<file path="src/rtl/baw_game_ctrl.sv">
// Black-and-White card game controller.
// Sequences rounds and turns, tracks each player's remaining cards and committed
// hand, scores every round once, and flags the end of the game.
//
// state      | meaning
// -----------+-----------------------------------------------------------
// IDLE       | no game running; all outputs at reset values
// ROUND_SHOW | new round announced, waiting for next
// COLOR_SHOW | colour counts shown; players enter pick states or reveal
// P1_PICK    | player 1 choosing a card on the switch bank
// P2_PICK    | player 2 choosing a card on the switch bank
// RESULT     | round outcome shown and scored
// GAME_OVER  | final result held until start or abort
module baw_game_ctrl #(
    parameter int NUM_CARDS  = 9,
    parameter int MAX_ROUNDS = 9,
    parameter int WIN_TARGET = 5,
    localparam int CW = $clog2(NUM_CARDS),
    localparam int RW = $clog2(MAX_ROUNDS + 1)
) (
    input  logic                 clk,
    input  logic                 reset,
    input  logic                 btn_start,
    input  logic                 btn_abort,
    input  logic                 btn_p1,
    input  logic                 btn_p2,
    input  logic                 btn_confirm,
    input  logic                 btn_next,
    input  logic [NUM_CARDS-1:0] card_sel,
    output logic [2:0]           state,
    output logic [RW-1:0]        round,
    output logic [RW-1:0]        p1_score,
    output logic [RW-1:0]        p2_score,
    output logic [NUM_CARDS-1:0] p1_mask,
    output logic [NUM_CARDS-1:0] p2_mask,
    output logic [CW:0]          p1_black,
    output logic [CW:0]          p1_white,
    output logic [CW:0]          p2_black,
    output logic [CW:0]          p2_white,
    output logic                 p1_hand_black,
    output logic                 p2_hand_black,
    output logic [1:0]           match_result,
    output logic [1:0]           game_result,
    output logic                 sel_error
);

    typedef enum logic [2:0] {
        S_IDLE       = 3'd0,
        S_ROUND_SHOW = 3'd1,
        S_COLOR_SHOW = 3'd2,
        S_P1_PICK    = 3'd3,
        S_P2_PICK    = 3'd4,
        S_RESULT     = 3'd5,
        S_GAME_OVER  = 3'd6
    } state_t;

    localparam logic [RW-1:0] R_ONE   = RW'(1);
    localparam logic [CW:0]   CNT_ONE = (CW + 1)'(1);

    state_t state_q, state_d;

    logic [5:0] btn_now, btn_q, btn_rise;
    logic ev_abort, ev_start, ev_confirm, ev_next, ev_p1, ev_p2;

    logic [CW-1:0] p1_hand, p2_hand;
    logic          p1_commit, p2_commit;

    logic [CW-1:0] sel_idx;
    logic          sel_onehot, p1_pick_ok, p2_pick_ok;
    logic          finished;
    logic [1:0]    hand_cmp, score_cmp;

    logic do_clear, do_start, do_commit1, do_commit2;
    logic do_result, do_advance, do_finish, sel_err_d;

    // Bit order matches button priority: lowest index wins.
    assign btn_now  = {btn_p2, btn_p1, btn_next, btn_confirm, btn_start, btn_abort};
    assign btn_rise = btn_now & ~btn_q;

    assign ev_abort   = btn_rise[0];
    assign ev_start   = btn_rise[1] & ~btn_rise[0];
    assign ev_confirm = btn_rise[2] & ~(|btn_rise[1:0]);
    assign ev_next    = btn_rise[3] & ~(|btn_rise[2:0]);
    assign ev_p1      = btn_rise[4] & ~(|btn_rise[3:0]);
    assign ev_p2      = btn_rise[5] & ~(|btn_rise[4:0]);

    assign sel_onehot = $onehot(card_sel);
    assign p1_pick_ok = sel_onehot & (|(card_sel & p1_mask));
    assign p2_pick_ok = sel_onehot & (|(card_sel & p2_mask));

    assign finished = (p1_score == RW'(WIN_TARGET)) || (p2_score == RW'(WIN_TARGET)) ||
                      (round == RW'(MAX_ROUNDS));

    assign hand_cmp  = (p1_hand > p2_hand)   ? 2'b01 : (p1_hand < p2_hand)   ? 2'b10 : 2'b11;
    assign score_cmp = (p1_score > p2_score) ? 2'b01 : (p1_score < p2_score) ? 2'b10 : 2'b11;

    // Hand colour is only meaningful once a card is committed.
    assign p1_hand_black = p1_commit & p1_hand[0];
    assign p2_hand_black = p2_commit & p2_hand[0];

    assign state = state_q;

    // Index of the selected switch; only used when the selection is one-hot.
    always_comb begin
        sel_idx = '0;
        for (int i = 0; i < NUM_CARDS; i++) begin
            if (card_sel[i]) sel_idx = CW'(i);
        end
    end

    // Remaining black (odd) and white (even) card counts per player.
    always_comb begin
        p1_black = '0;
        p1_white = '0;
        p2_black = '0;
        p2_white = '0;
        for (int i = 0; i < NUM_CARDS; i++) begin
            if (p1_mask[i]) begin
                if (i % 2 == 1) p1_black = p1_black + CNT_ONE;
                else            p1_white = p1_white + CNT_ONE;
            end
            if (p2_mask[i]) begin
                if (i % 2 == 1) p2_black = p2_black + CNT_ONE;
                else            p2_white = p2_white + CNT_ONE;
            end
        end
    end

    // Button history for rising-edge detection.
    always_ff @(posedge clk or posedge reset) begin
        if (reset) btn_q <= '0;
        else       btn_q <= btn_now;
    end

    // State register.
    always_ff @(posedge clk or posedge reset) begin
        if (reset) state_q <= S_IDLE;
        else       state_q <= state_d;
    end

    // Next state and the datapath strobes that accompany each transition.
    always_comb begin
        state_d    = state_q;
        do_clear   = 1'b0;
        do_start   = 1'b0;
        do_commit1 = 1'b0;
        do_commit2 = 1'b0;
        do_result  = 1'b0;
        do_advance = 1'b0;
        do_finish  = 1'b0;
        sel_err_d  = 1'b0;
        if (ev_abort) begin
            state_d  = S_IDLE;
            do_clear = 1'b1;
        end else begin
            case (state_q)
                S_IDLE, S_GAME_OVER: begin
                    if (ev_start) begin
                        state_d  = S_ROUND_SHOW;
                        do_start = 1'b1;
                    end
                end
                S_ROUND_SHOW: begin
                    if (ev_next) state_d = S_COLOR_SHOW;
                end
                S_COLOR_SHOW: begin
                    if (ev_confirm) begin
                        if (p1_commit && p2_commit) begin
                            state_d   = S_RESULT;
                            do_result = 1'b1;
                        end
                    end else if (ev_p1 && !p1_commit) begin
                        state_d = S_P1_PICK;
                    end else if (ev_p2 && !p2_commit) begin
                        state_d = S_P2_PICK;
                    end
                end
                S_P1_PICK: begin
                    if (ev_confirm) begin
                        if (p1_pick_ok) begin
                            do_commit1 = 1'b1;
                            state_d    = S_COLOR_SHOW;
                        end else begin
                            sel_err_d = 1'b1;
                        end
                    end else if (ev_next) begin
                        state_d = S_COLOR_SHOW;
                    end
                end
                S_P2_PICK: begin
                    if (ev_confirm) begin
                        if (p2_pick_ok) begin
                            do_commit2 = 1'b1;
                            state_d    = S_COLOR_SHOW;
                        end else begin
                            sel_err_d = 1'b1;
                        end
                    end else if (ev_next) begin
                        state_d = S_COLOR_SHOW;
                    end
                end
                S_RESULT: begin
                    if (ev_next) begin
                        if (finished) begin
                            state_d   = S_GAME_OVER;
                            do_finish = 1'b1;
                        end else begin
                            state_d    = S_ROUND_SHOW;
                            do_advance = 1'b1;
                        end
                    end
                end
                default: state_d = S_IDLE;
            endcase
        end
    end

    // Game data: round, scores, card masks, hands and results.
    always_ff @(posedge clk or posedge reset) begin
        if (reset) begin
            round        <= '0;
            p1_score     <= '0;
            p2_score     <= '0;
            p1_mask      <= '1;
            p2_mask      <= '1;
            p1_hand      <= '0;
            p2_hand      <= '0;
            p1_commit    <= 1'b0;
            p2_commit    <= 1'b0;
            match_result <= 2'b00;
            game_result  <= 2'b00;
            sel_error    <= 1'b0;
        end else begin
            sel_error <= sel_err_d;
            if (do_clear || do_start) begin
                round        <= do_start ? R_ONE : '0;
                p1_score     <= '0;
                p2_score     <= '0;
                p1_mask      <= '1;
                p2_mask      <= '1;
                p1_hand      <= '0;
                p2_hand      <= '0;
                p1_commit    <= 1'b0;
                p2_commit    <= 1'b0;
                match_result <= 2'b00;
                game_result  <= 2'b00;
            end else begin
                if (do_commit1) begin
                    p1_hand   <= sel_idx;
                    p1_mask   <= p1_mask & ~card_sel;
                    p1_commit <= 1'b1;
                end
                if (do_commit2) begin
                    p2_hand   <= sel_idx;
                    p2_mask   <= p2_mask & ~card_sel;
                    p2_commit <= 1'b1;
                end
                if (do_result) begin
                    match_result <= hand_cmp;
                    if (hand_cmp == 2'b01) p1_score <= p1_score + R_ONE;
                    if (hand_cmp == 2'b10) p2_score <= p2_score + R_ONE;
                end
                if (do_advance) begin
                    round        <= round + R_ONE;
                    p1_hand      <= '0;
                    p2_hand      <= '0;
                    p1_commit    <= 1'b0;
                    p2_commit    <= 1'b0;
                    match_result <= 2'b00;
                end
                if (do_finish) game_result <= score_cmp;
            end
        end
    end

endmodule

</file>
<file path="config.mk">
export PLATFORM = sky130hd
export DESIGN_NAME = baw_game_ctrl
export DESIGN_NICKNAME = d
export VERILOG_FILES = /design/src/rtl/baw_game_ctrl.sv
export SDC_FILE = /design/constraint.sdc
export NUM_CORES = 1
export LEC_CHECK = 0
export CELL_PAD_IN_SITES_DETAIL_PLACEMENT = 0
export CELL_PAD_IN_SITES_GLOBAL_PLACEMENT = 1
export CORE_UTILIZATION = 39
export DETAILED_ROUTE_END_ITERATION = 6
export PLACE_DENSITY = 0.88
export SYNTH_ARGS = -nofsm -noshare
export SYNTH_HDL_FRONTEND = slang
export SYNTH_SLANG_ARGS = --single-unit
</file>
<file path="constraint.sdc">
create_clock -name clk -period 2.9 [get_ports clk]
set_input_delay 0.29 -clock clk [delete_from_list [all_inputs] [get_ports clk]]
set_output_delay 0.29 -clock clk [all_outputs]
set_load 0.01 [all_outputs]
</file>
# ---- Yosys cells after proc, flatten, opt, wreduce, memory -nomap -nowiden
# Cells that the tools add are included.
dict set report totals {
  regBits 54
  input_bits 17
  output_inout_bits 60
}
dict set report op_classes {
  add_sub_neg 25
  order_cmp 4
  eq_ne 18
  n_mux 104
  bitwise 21
  reduce_logical 29
}
# op n
set ops {}
lappend ops {{$mux 4} 21}
lappend ops {{$add 5x1->5 const B} 14}
lappend ops {{$mux 5} 14}
lappend ops {{$mux 1} 43}
lappend ops {{$mux 3} 13}
lappend ops {{$and 9x9->9} 4}
lappend ops {{$mux 9} 4}
lappend ops {{$pmux 3 s6} 1}
lappend ops {{$reduce_or 9->1} 2}
lappend ops {{$mux 2} 7}
lappend ops {{$reduce_bool 2->1} 7}
lappend ops {{$add 4x1->4 const B} 3}
lappend ops {{$ne 4x4->1 const B} 3}
lappend ops {{$and 1x1->1} 9}
lappend ops {{$eq 3x3->1 const B} 3}
lappend ops {{$not 9->9} 1}
lappend ops {{$reduce_bool 3->1} 3}
lappend ops {{$add 1x1->2} 4}
lappend ops {{$eq 4x3->1 const B} 2}
lappend ops {{$gt 4x4->1} 2}
lappend ops {{$lt 4x4->1} 2}
lappend ops {{$add 2x2->3} 2}
lappend ops {{$and 6x6->6} 1}
lappend ops {{$eq 3x2->1 const B} 2}
lappend ops {{other kinds (22)} 34}

# ---- Depth between registers and ports, before layout
dict set report depth {
  ltp_word 13
  depth_mapped 14
}

# ---- Least setup slack after synthesis
# No wires, ideal clock.
dict set report synth_path {
  kind {input-to-reg}
  from {input card_sel[0]}
  to {register p1_hand[0]}
  setup_ns 0.121
  arrival_time_ns 3.691
  required_ns 2.779
  path_slack_ns -0.913
  cell_stages 13
  n_path_buf 1
  cell_sequence {inv_1 > fa_1 > fa_1 > fa_1 > fa_1 > fa_1 > nor4bb_1 > a31oi_1 > nor2b_1 > and3_1 > buf_2 > mux2i_1 > nor2_1}
}
dict set report synth_between {
  elab_chain_cells 11
  word_cells_on_any_way 13
}
# item line_no
set synth_rtl {}
lappend synth_rtl {{from (decl)} 29} ;# input logic [NUM_CARDS-1:0] card_sel,
lappend synth_rtl {{$add 1x1->2 (implied by the code)} 87} ;# assign sel_onehot = $onehot(card_sel);
lappend synth_rtl {{$add 2x2->3 (implied by the code)} 87}
lappend synth_rtl {{$add 3x3->4 (implied by the code)} 87}
lappend synth_rtl {{$add 4x1->4 (implied by the code)} 87}
lappend synth_rtl {{$eq 4x1->1} 87}
lappend synth_rtl {{$and 1x1->1 *} 88} ;# assign p1_pick_ok = sel_onehot & (|(card_sel & p1_mask));
lappend synth_rtl {{$mux 1 *} 180} ;# if (p1_pick_ok) begin
lappend synth_rtl {{$mux 1 *} 179} ;# if (ev_confirm) begin
lappend synth_rtl {{$mux 1 *} 156} ;# case (state_q)
lappend synth_rtl {{$mux 1 *} 152} ;# if (ev_abort) begin
lappend synth_rtl {{$reduce_bool 3->1 (no source line) *} -}
lappend synth_rtl {{to (signal assigned)} 249} ;# p1_hand <= sel_idx;
lappend synth_rtl {{to (decl)} 65} ;# logic [CW-1:0] p1_hand, p2_hand;
# Mark *: on every way between the ends. The rest lies on a longest branch, timed or not.
# A chain may end at the register's enable or synchronous reset.

# ---- Worst setup path in the final report
dict set report layout_path {
  from {input card_sel[0]}
  to {register state_q[1] (netlist: state[1])}
}
dict set report layout_between {
  elab_chain_cells 8
  word_cells_on_any_way 14
}
# item line_no
set layout_rtl {}
lappend layout_rtl {{$add 1x1->2 (implied by the code)} 87}
lappend layout_rtl {{$add 2x2->3 (implied by the code)} 87}
lappend layout_rtl {{$add 3x3->4 (implied by the code)} 87}
lappend layout_rtl {{$add 4x1->4 (implied by the code)} 87}
lappend layout_rtl {{$eq 4x1->1} 87}
lappend layout_rtl {{$and 1x1->1, on equally long branches} {89, 88}}
lappend layout_rtl {{$ne 4x4->1 (no source line)} -}
lappend layout_rtl {{$reduce_and 6->1 (no source line) *} -}
lappend layout_rtl {{to (signal assigned)} 138} ;# else state_q <= state_d;
lappend layout_rtl {{to (decl)} 60} ;# state_t state_q, state_d;
# Marks and branches as above.

==> out/qor.yml <==
grt_max_degree: 43
placed_cells: 609
synthMuxAreaShare_pct: 5.45
post_drt_via_cell_ratio: 5.17
chipWidth_um: 99.7
synth_ff_type: "dfrtp_1"
layout.cells.non_filler: 629
cts-root-buf: "clkbuf_8"
antenna_found_initial: 0
fp-row-count: 35
hold_viol: 0
synth-simple-area-share_pct: 19.1
grt_pass1_wl_mm: 15.3
grt_pass1_vias: 3167
finalMaxSlewViolations: 0
fin_nets: 551
synth_edf_count: 0
wl_mm: 9.33
max_cap_viol_count: 0
critPathTopFamily: "adder cells"
outcome: "finished, violations left"
synth_top_family_by_area: "simple AND/OR/NAND/NOR gates"
critPathKind: "in -> reg"
relSlewSlack_pct: 38.2
finalSetupViolations: 32
grt_overflow: 0
drc: 0
fmax_ghz: 0.272
h-tree-depth: 2
cts.path.max_buffers: 2
synth_compound_area_share_pct: 14.5
synth_cell_types: 58
post-dp-hpwl_mm: 6.72
async_flop_share_pct: 100
final_common_cell: "clkdlybuf4s50_1"
area_growth_pct: 40.4
pin_count: 77
clk_pin_slew_ps: 110
vdd_ir_drop_max_mv: 0.248
skew_ps: 5.78
leakagePower_nw: 2.29
syn_area_per_cell_um2: 9.37
failed_checks: "negative setup slack"
final_util_pct: 56.5
synth-seq-cells: 54
cp_num_buf_inv: 2
cts_sinks: 54
cp-start-kind: "input port"
final_cell_mix: "clkdlybuf4s50_1, dfrtp_1, buf_4"
clk_latency_ps: 320
yosys_warnings: 0
vias: 3251
fin_crit_sh_pct: 127
grtUsageTotal_pct: 19.1
antenna_left: 0
grt_setup_unrepaired: "yes"
min_period_ps: 3680
cts_made_buffers: 5
drive_gt1_share_pct: 29.4
synthAdderAreaFrac_pct: 12.8
start_util_pct: 40.3
hold_path_class: "in -> reg"
cp.arrival_ps: 3890
io_buffers: 70
netlist_area_um2: 3720
wl_per_cell_um: 14.8
crit_required_ps: 3110
gp_routability_congestion: 0.807
yosys.area_share.xor_xnor_pct: 4.94
worstMarginPinSlew_ps: 917
crit_slowest_cell: "fa_1"
worst_slack_ps: -777
first_pass_iters: 4
place_ws_ps: -1620
core-area_um2: 9240
chipHeight_um: 99.7
first_iter_violations: 117
setup_tns_ps: -21190
path_cells: "buf_8, inv_8, fa_1, fa_1, fa_1, fa_2, fa_1, nor4bb_2, a31oi_2, o211ai_1, o21a_1, nand4_1, mux2_4"
end_kind: "flop"
cts_tree: "done"
diodes: 0
p_total_w: 0.00215
syn_inst: 397
max_stage_delay_ps: 540
yosysSeqAreaShare_pct: 36.9
cpMostUsedCell: "fa_1"
power_density_nw_per_um2: 412
dieArea_um2: 9940
path_max_fanout: 3
==> timing repair <==
action                                  CTS  global route
hold buffers                              0             0
buffers inserted                          3             7
resized for setup                        51            52
cloned                                    2             0
endpoints found under the setup margin   39            43
pin swaps                                15            24
==> cell usage after synthesis (2+ instances only) <==
| library cell | instances | area [um^2] |
|---|---|---|
| a31oi_1 | 3 | 18.8 |
| nor3_1 | 3 | 15.0 |
| fa_1 | 5 | 100 |
| nand3b_1 | 3 | 22.5 |
| mux2i_1 | 9 | 90.1 |
| buf_4 | 7 | 52.6 |
| o21ai_0 | 18 | 90.1 |
| and2_0 | 3 | 18.8 |
| ha_1 | 30 | 375 |
| a21oi_1 | 19 | 95.1 |
| nor2_1 | 28 | 105 |
| inv_1 | 34 | 128 |
| a222oi_1 | 2 | 20.0 |
| dfstp_2 | 18 | 473 |
| clkbuf_1 | 7 | 26.3 |
| nor2b_1 | 8 | 50.1 |
| xnor2_1 | 3 | 26.3 |
| and2_1 | 11 | 68.8 |
| nand4_1 | 6 | 37.5 |
| nand2b_1 | 12 | 75.1 |
| o211ai_1 | 2 | 15.0 |
| nand3_1 | 10 | 50.1 |
| and4_1 | 3 | 26.3 |
| a21o_1 | 10 | 75.1 |
| o21ai_1 | 2 | 10.0 |
| o2111ai_1 | 2 | 17.5 |
| and3_1 | 6 | 37.5 |
| xor2_1 | 18 | 158 |
| a22oi_1 | 4 | 30.0 |
| nor4bb_1 | 2 | 20.0 |
| o21a_1 | 4 | 30.0 |
| buf_2 | 3 | 15.0 |
| mux2_2 | 9 | 101 |
| dfrtp_1 | 36 | 901 |
| nand2_1 | 34 | 128 |
==> per-stage QoR <==
| stage | hold slack [ps] | instance area (um^2) |
|---|---|---|
| final | 351 | 5220 |
| after global routing | 334 | 5220 |
| after CTS | 347 | 4940 |
| after detailed placement | 495 | 4720 |
| after global placement | 492 | 4720 |
| after floorplan | 321 | 3770 |
==> worst register-to-register path, stage by stage (launching register included) <==
cell and delay (ps):
dfrtp_1 500, nor2b_1 480, nor2b_1 410, o211ai_1 150, o21a_1 140, nand4_1 160, mux2_2 360
==> path summary, 6_finish.rpt <==
kind	endpoint	from	cells after the start	slack, ps
min in group asynchronous	p2_score[2]	reset	2	470
setup reg to reg	state[2]	state[2]	6	600
setup / recovery	state[1]	card_sel[0]	13	-780
hold reg to reg	p2_mask[2]	p2_mask[2]	2	520
max in group asynchronous	p1_mask[1]	reset	3	1670
hold / removal	p1_mask[3]	card_sel[3]	4	350
==> flip-flops by register name, summed over array words and instances (netlist names), 2 cells and up <==
signal,cells
p1_hand,4
state,3
game_result,2
p2_hand,4
p1_score,4
p2_score,4
p2_mask,9
round,4
match_result,2
p1_mask,9
btn_q,6
==> area by class of cell <==
cell class	count	area [um^2]
fillers	812	4020
clock buffers	5	68.8
flip-flops and latches	54	1370
inverters	34	135
multi-input cells	298	2470
repair buffers	106	981
well taps	129	161
clock inverters	3	28.8
==> where the power goes <==
part / total (W) / internal (W) / leakage [nW] / switching, W
clock: 0.000464 / 0.000180 / 0.0502 / 0.000284
combinational: 0.000798 / 0.000385 / 1.57 / 0.000413
sequential: 0.000891 / 0.000814 / 0.666 / 0.0000779
==> cells by family (layout without fill, tap and decap cells) <==
group                      Yosys count  in the layout
xor gates and xnor gates            21             21
and+or+nand+nor                    135            137
adders and majority gates           35             35
AOI/OAI and AO/OA                   80             80
DFF                                 54             54
buffers and inverters               52            148
other                                1              6
muxes                               19             19
==> metal layers <==
layer | track usage (%) | wire length (um) | vias up
met5 | 0 | 0 | -
met4 | 4.64 | 113 | 0
met3 | 3.16 | 397 | 12
met2 | 31.8 | 4540 | 106
met1 | 25.8 | 4280 | 1574
li1 | - | - | 1559
Power figures use the tool's default switching activity.
